<file path="config.mk">
export PLATFORM = sky130hd
export DESIGN_NAME = rr_arbiter_4
export DESIGN_NICKNAME = d
export VERILOG_FILES = /design/src/rtl/arb_pkg.sv /design/src/rtl/rr_arbiter_4_pick.sv /design/src/rtl/rr_arbiter_4.sv
export SDC_FILE = /design/constraint.sdc
export NUM_CORES = 1
export LEC_CHECK = 0
export ABC_AREA = 1
export CORE_MARGIN = 5
export CORE_UTILIZATION = 40
export CTS_CLUSTER_SIZE = 28
export DETAILED_ROUTE_END_ITERATION = 8
export HOLD_SLACK_MARGIN = 0.06
export SYNTH_ARGS = -nofsm -noshare
export SYNTH_HDL_FRONTEND = slang
export SYNTH_SLANG_ARGS = --single-unit
</file>
<file path="constraint.sdc">
create_clock -name clk -period 1.55 [get_ports clk]
set_input_delay 0.31 -clock clk [delete_from_list [all_inputs] [get_ports clk]]
set_output_delay 0.31 -clock clk [all_outputs]
set_load 0.01 [all_outputs]
</file>
<file path="src/rtl/arb_pkg.sv">
// Shared types and helpers for the 4-way round-robin arbiter.
package arb_pkg;

  localparam int ARB_N     = 4;
  localparam int ARB_PTR_W = 2;

  typedef enum logic {
    IDLE  = 1'b0,
    GRANT = 1'b1
  } state_t;

  // Index -> one-hot grant code.
  function automatic logic [ARB_N-1:0] onehot(input logic [ARB_PTR_W-1:0] idx);
    onehot      = '0;
    onehot[idx] = 1'b1;
  endfunction

  // One-hot grant code -> index of its set bit (0 for an all-zero code).
  function automatic logic [ARB_PTR_W-1:0] onehot_idx(input logic [ARB_N-1:0] vec);
    onehot_idx = '0;
    for (int i = 0; i < ARB_N; i++) begin
      if (vec[i]) onehot_idx = ARB_PTR_W'(i);
    end
  endfunction

endpackage

</file>
<file path="src/rtl/rr_arbiter_4_pick.sv">
// rr_pick: combinational rotate-priority search. Scans req starting at ptr
// and wrapping modulo N; reports the first set bit found.
module rr_pick
  import arb_pkg::*;
#(
  parameter int N     = ARB_N,
  parameter int PTR_W = ARB_PTR_W
) (
  input  logic [N-1:0]     req,
  input  logic [PTR_W-1:0] ptr,
  output logic [PTR_W-1:0] win_idx,
  output logic             win_valid
);

  logic [PTR_W-1:0] cand;

  // First requester at or after ptr, in circular order.
  always_comb begin
    // NOTE: every variable written here gets a default first, otherwise a
    // path that skips the assignment infers a latch.
    win_idx   = '0;
    win_valid = 1'b0;
    cand      = '0;
    for (int i = 0; i < N; i++) begin
      cand = PTR_W'((int'(ptr) + i) % N);
      if (!win_valid && req[cand]) begin
        win_idx   = cand;
        win_valid = 1'b1;
      end
    end
  end

endmodule

</file>
<file path="src/rtl/rr_arbiter_4.sv">
// rr_arbiter_4: registered round-robin arbiter over 4 requesters.
// gnt is one-hot or zero and always passes through a zero cycle between
// owners. Optional hold timeout enabled by defining ARB_TIMEOUT_EN.
module rr_arbiter_4
  import arb_pkg::*;
#(
  parameter int N        = ARB_N,
  parameter int MAX_HOLD = 16,
  parameter int PTR_W    = ARB_PTR_W
) (
  input  logic         clk,
  input  logic         rst,
  input  logic [N-1:0] req,
  input  logic         done,
  output logic [N-1:0] gnt,
  output logic         gnt_valid,
  output logic         busy,
  output logic         timeout
);

  if (N != 4 || PTR_W != 2 || MAX_HOLD < 1) begin : g_bad_cfg
    $error("rr_arbiter_4: N must be 4, PTR_W 2, MAX_HOLD >= 1");
  end

  state_t           state, state_next;
  logic [PTR_W-1:0] ptr;
  logic [PTR_W-1:0] win_idx;
  logic             win_valid;
  logic [PTR_W-1:0] owner_idx;
  logic             release_normal;
  logic             hold_expired;
  logic             release_go;

  rr_pick #(.N(N), .PTR_W(PTR_W)) u_pick (
    .req       (req),
    .ptr       (ptr),
    .win_idx   (win_idx),
    .win_valid (win_valid)
  );

  assign owner_idx      = onehot_idx(gnt);
  assign release_normal = done || !req[owner_idx];
  assign release_go     = release_normal || hold_expired;

`ifdef ARB_TIMEOUT_EN
  localparam int HOLD_W = $clog2(MAX_HOLD + 1);

  logic [HOLD_W-1:0] hold_cnt;

  // Count cycles of the current grant; zero on every IDLE so it enters GRANT cleared.
  always_ff @(posedge clk or posedge rst) begin
    if (rst)                hold_cnt <= '0;
    else if (state == IDLE) hold_cnt <= '0;
    else                    hold_cnt <= hold_cnt + 1'b1;
  end

  // The MAX_HOLD-th grant cycle is the last one.
  assign hold_expired = (state == GRANT) && (hold_cnt == HOLD_W'(MAX_HOLD - 1));

  // Flag the release cycle only when the timer, not the owner, ended the grant.
  always_ff @(posedge clk or posedge rst) begin
    if (rst) timeout <= 1'b0;
    else     timeout <= hold_expired && !release_normal;
  end
`else
  assign hold_expired = 1'b0;
  assign timeout      = 1'b0;
`endif

  // State register.
  always_ff @(posedge clk or posedge rst) begin
    // NOTE: sequential state uses non-blocking assignments so every register
    // samples pre-edge values regardless of block evaluation order.
    if (rst) state <= IDLE;
    else     state <= state_next;
  end

  // Next-state: arbitrate in IDLE, hold in GRANT until released.
  always_comb begin
    state_next = state;
    case (state)
      IDLE:    if (win_valid)  state_next = GRANT;
      GRANT:   if (release_go) state_next = IDLE;
      default: state_next = IDLE;
    endcase
  end

  // Grant and pointer registers; the pointer moves only on release.
  always_ff @(posedge clk or posedge rst) begin
    if (rst) begin
      gnt <= '0;
      ptr <= '0;
    end else begin
      case (state)
        IDLE: if (win_valid) gnt <= onehot(win_idx);
        GRANT: if (release_go) begin
          gnt <= '0;
          ptr <= owner_idx + 1'b1;
        end
        default: gnt <= '0;
      endcase
    end
  end

  // Status outputs derived from registered state.
  always_comb begin
    busy      = (state == GRANT);
    gnt_valid = |gnt;
  end

endmodule

</file>
Word level (Yosys, flattened, before mapping). Index checks and enable logic that the tools add are counted. W data, S select, Z words.

Add/sub/neg operators: 4. Order comparisons: 7. Equal/unequal tests: 2. Muxes and demuxes: 29. Bitwise operators: 1. Reductions and logical operators: 12.

Operator list (number): $lt A2 B3 Y1 const B (6); $mux W1 (13); $mux W2 (6); $bmux W1 S2 (5); $mux W4 (2); $pmux W4 S2 (1); $add A2 B1 Y2 const B (2); $add A2 B2 Y2 const B (2); $logic_and A1 B1 Y1 (4); $logic_not A1 Y1 (4); $ne A2 B1 Y1 const B (2); $reduce_and A2 Y1 (2); $reduce_or A4 Y1 (1); $demux W1 S2 (1); $ge A2 B1 Y1 const B (1); $pmux W1 S2 (1); $logic_or A1 B1 Y1 (1); $not A1 Y1 (1).

Bits in registers: 7. Input port bits: 7. Output and inout port bits: 7. Logic and storage cells: 58.

Logic depth before layout (Yosys ltp).
Depth in word-level cells: 18. Mapped depth: 12. Mapped depth without buffers: 12.

By module. From an unflattened synthesis, not the netlist that was laid out.

Cells, all modules: 109. Area, all modules: 698.2 sq um.

By module, submodules not included: rr_arbiter_4 (instances 1, cells each 50, area each 379.1 sq um, seq. area each 175.2 sq um); rr_pick (instances 1, cells each 59, area each 319.1 sq um, seq. area each 0.0 sq um).

Least setup slack after synthesis. No wires, ideal clock.

Path type: register to register. From: register ptr[0]. To: register gnt[0]. Library setup time: 0.117 ns. Data arrival time: 1.287 ns. Required time: 1.433 ns. Path slack: 0.146 ns. Stages on the path, launching flop included: 12. Path buffers: 1. Period minus slack after synthesis: 1.404 ns. Cell sequence: dfrtp_1 buf_4 nand2_1 nand2_1 nand2_1 nand2_4 nor2_8 nand3b_2 nand2_2 inv_2 nand3_1 nand2_1.

Cells in the longest elaborated chain, start to end: 18. Elaborated cells between the ends (all ways): 34. Those cells by class: add/sub (3); order compare (2); eq/ne (1); mux (20); reduce/logical (8).

Ends and longest elaborated chain: start, declared (line rr_arbiter_4.sv:26) `logic [PTR_W-1:0] ptr;`; start signal, assigned (line rr_arbiter_4.sv:98) `ptr <= owner_idx + 1'b1;`; parallel branches: the longest is 18 deep, another holds $lt A2 B3 Y1; end signal, assigned (line rr_arbiter_4.sv:95) `IDLE: if (win_valid) gnt <= onehot(win_idx);`; end, declared (line rr_arbiter_4.sv:15) `output logic [N-1:0] gnt,`.

Parallel ways; which one is timed is not known. The select of a mux whose other input is x is not followed. A chain may end at the register's enable or synchronous reset.

Worst setup path in the final report. Ends and elaborated chain as after synthesis.

==> impl_metrics.toml <==
[grt]
grt_usage = 0.138
grt_pass1_wl_um = 2820
antenna_found_initial = 0
grt.overflow.total = 0
grt_max_degree = 10
grt_pass1_vias = 672

[clock_tree]
cts-buffers-inserted = 3
clkLatencyLatePin_ns = 0.25
cts_num_sinks = 7
root_buffer = "clkbuf_4"
htreeDepth = 1
cts.hold.buffers_added = 0
cts.clk_slew.worst_paths_ns = 0.05
clock_path_buffers = 2
cts_tree = "done"

[power_and_ir_drop]
p_total_mw = 2.27
clkPwrFrac = 0.074
peakVddDrop_mv = 1.03
p_seq_frac = 0.157
p_leak_nw = 0.599
p_sw_frac = 0.535
p_sw_mw = 1.21
combPwrFrac = 0.769
internal_power_mw = 1.06
p_per_area_nw_per_um2 = 2140

[floorplan]
die_w_um = 51.9
ioPinCount = 14
dieArea_um2 = 2690
start_util = 0.416
die_y_um = 51.9
row_count = 15
core-area_um2 = 1690

[timing]
fin_setup_tns_ns = 0
fmax_mhz = 649
final_min_period_over_clock_period = 0.993
setup_ws_ns = 0.0102
setup_viol = 0
rsz0062_at_grt = "yes"
final_max_slew_viol_count = 0
clock_skew_ns = 0.000865
hold_ws_ns = 0.289
post-route-min-period_ns = 1.54
finalHoldViolCount = 0

[hold_path]
min_path_type = "input port to async pin"

[drt]
drc_errors = 0
postRouteAntennaNets = 0
via_per_inst = 4.94
drt_iter0_drc = 10
routed-via-count = 765
wire_per_inst_um = 12.3
dr.pass1.iters = 4
routed_wirelength_um = 1910

[final_layout]
fin_nets = 146
instances_no_fill = 155
fill_cells = 153
mostFrequentLayoutCell = "nand2_1"
drive_gt1_frac = 0.384
final_cell_mix = "nand2_1 (31), nand2_2 (13), nand3_1 (10), inv_1 (9), buf_4 (9)"
postLayoutCellArea_um2 = 1060
final_util = 0.627
syn2layout_area_growth_pct = 51.0
antenna_cells = 0

[placement]
place_ws_ns = -0.251
place_area_um2 = 896
numPortBuffers = 12
place_congestion = 0.834
dp_hpwl_um = 1340
placed_cells = 150

[logic_synthesis]
synthesis.area_um2 = 702
synth_nets = 121
yosys_warnings = 0
synth_seq_area_share = 0.250
synthCells = 114
synth.distinct_cells = 21
yosys_register_bits = 7
syn_avg_cell_area_um2 = 6.16

[worst_setup_path]
setup.worst_path.class = "register to register"
worst-r2r-cell-count = 11
timing.rr.start = "ptr[0]$_DFFE_PP0P_"
end_kind = "register"
path_max_fanout = 7
r2r_end = "gnt[0]$_DFFE_PP0P_"
reg2reg_slack_ns = 0.01
critPathRequiredTime_ns = 1.69
cp.arrival_ns = 1.68
cp-start-kind = "register"

[outcome]
outcome = "finished clean"

[run]
cap_violations = 0
-- timing repair --
action / CTS / global route
endpoints found under the setup margin: 5 / 10
gates resized for setup: 7 / 36
pin swaps: 2 / 19
setup buffers: 0 / 1
-- how the worst max path moves through the flow --
| stage | from | to |
|---|---|---|
| after global routing | ptr[0]$_DFFE_PP0P_ | gnt[0]$_DFFE_PP0P_ |
| after detailed placement | req[3] | gnt[3]$_DFFE_PP0P_ |
| after CTS | gnt[2]$_DFFE_PP0P_ | gnt[2] |
| after global placement | req[3] | gnt[0]$_DFFE_PP0P_ |
| final | ptr[0]$_DFFE_PP0P_ | gnt[0]$_DFFE_PP0P_ |
| after floorplan | ptr[0]$_DFFE_PP0P_ | gnt[0]$_DFFE_PP0P_ |
-- sequential cells by signal, indices dropped and copies added, names as in the netlist --
register,count
gnt,4
ptr,2
busy,1
-- routing by layer --
layer | GRT usage | wire length, µm | part of all wire
met4 | 0.0393 | 11 | 0.0058
met1 | 0.179 | 903 | 0.47
met5 | 0 | 0 | 0
met3 | 0.0229 | 44 | 0.023
met2 | 0.234 | 951 | 0.50
-- logic make-up (layout without fill, tap and decap cells) --
group	Yosys count	in the layout	synth area share
buffers and inverters	17	41	0.102
DFF	7	7	0.250
and+or+nand+nor	76	76	0.537
other	1	1	0.00534
AOI/OAI and AO/OA	13	13	0.107
-- worst max-delay path, cell delays in order (launching register included) --
cell and delay [ns]:
dfrtp_2 0.44, buf_6 0.16, nand2_2 0.06, nand2_2 0.07, nand2_2 0.08, nand2_4 0.08, nor2_8 0.16, nand3_2 0.08
nand2_2 0.08, nand2_2 0.06, nand3_1 0.10, nand2_1 0.06
-- synth_stat cells (all sizes together) --
master | number | area, µm²
a21oi | 2 | 10.0
a31oi | 1 | 6.26
buf | 2 | 15.0
conb | 1 | 3.75
dfrtp | 7 | 175
inv | 15 | 56.3
nand2 | 52 | 225
nand3 | 13 | 70.1
nand3b | 4 | 33.8
nand4 | 2 | 12.5
nor2 | 5 | 35.0
o211ai | 2 | 15.0
o21ai | 8 | 43.8
-- power by group through the flow --
stage | sequential, mW | clock [mW] | combinational [mW]
2_1_floorplan | 0.345 | 0 | 1.02
3_5_place_dp | 0.335 | 0 | 1.43
6_report | 0.356 | 0.167 | 1.75
5_1_grt | 0.368 | 0.183 | 1.92
4_1_cts | 0.339 | 0.166 | 1.46
3_3_place_gp | 0.334 | 0 | 1.42
-- layout make-up --
cell class,instances,area [µm²],share of cell area
flip-flops and latches,7,180,0.170
well taps,17,21.3,0.0201
repair buffers,22,209,0.197
multi-input cells,90,562,0.530
inverters,15,61.3,0.0579
clock buffers,4,26.3,0.0248
Power figures use the tool's default switching activity.
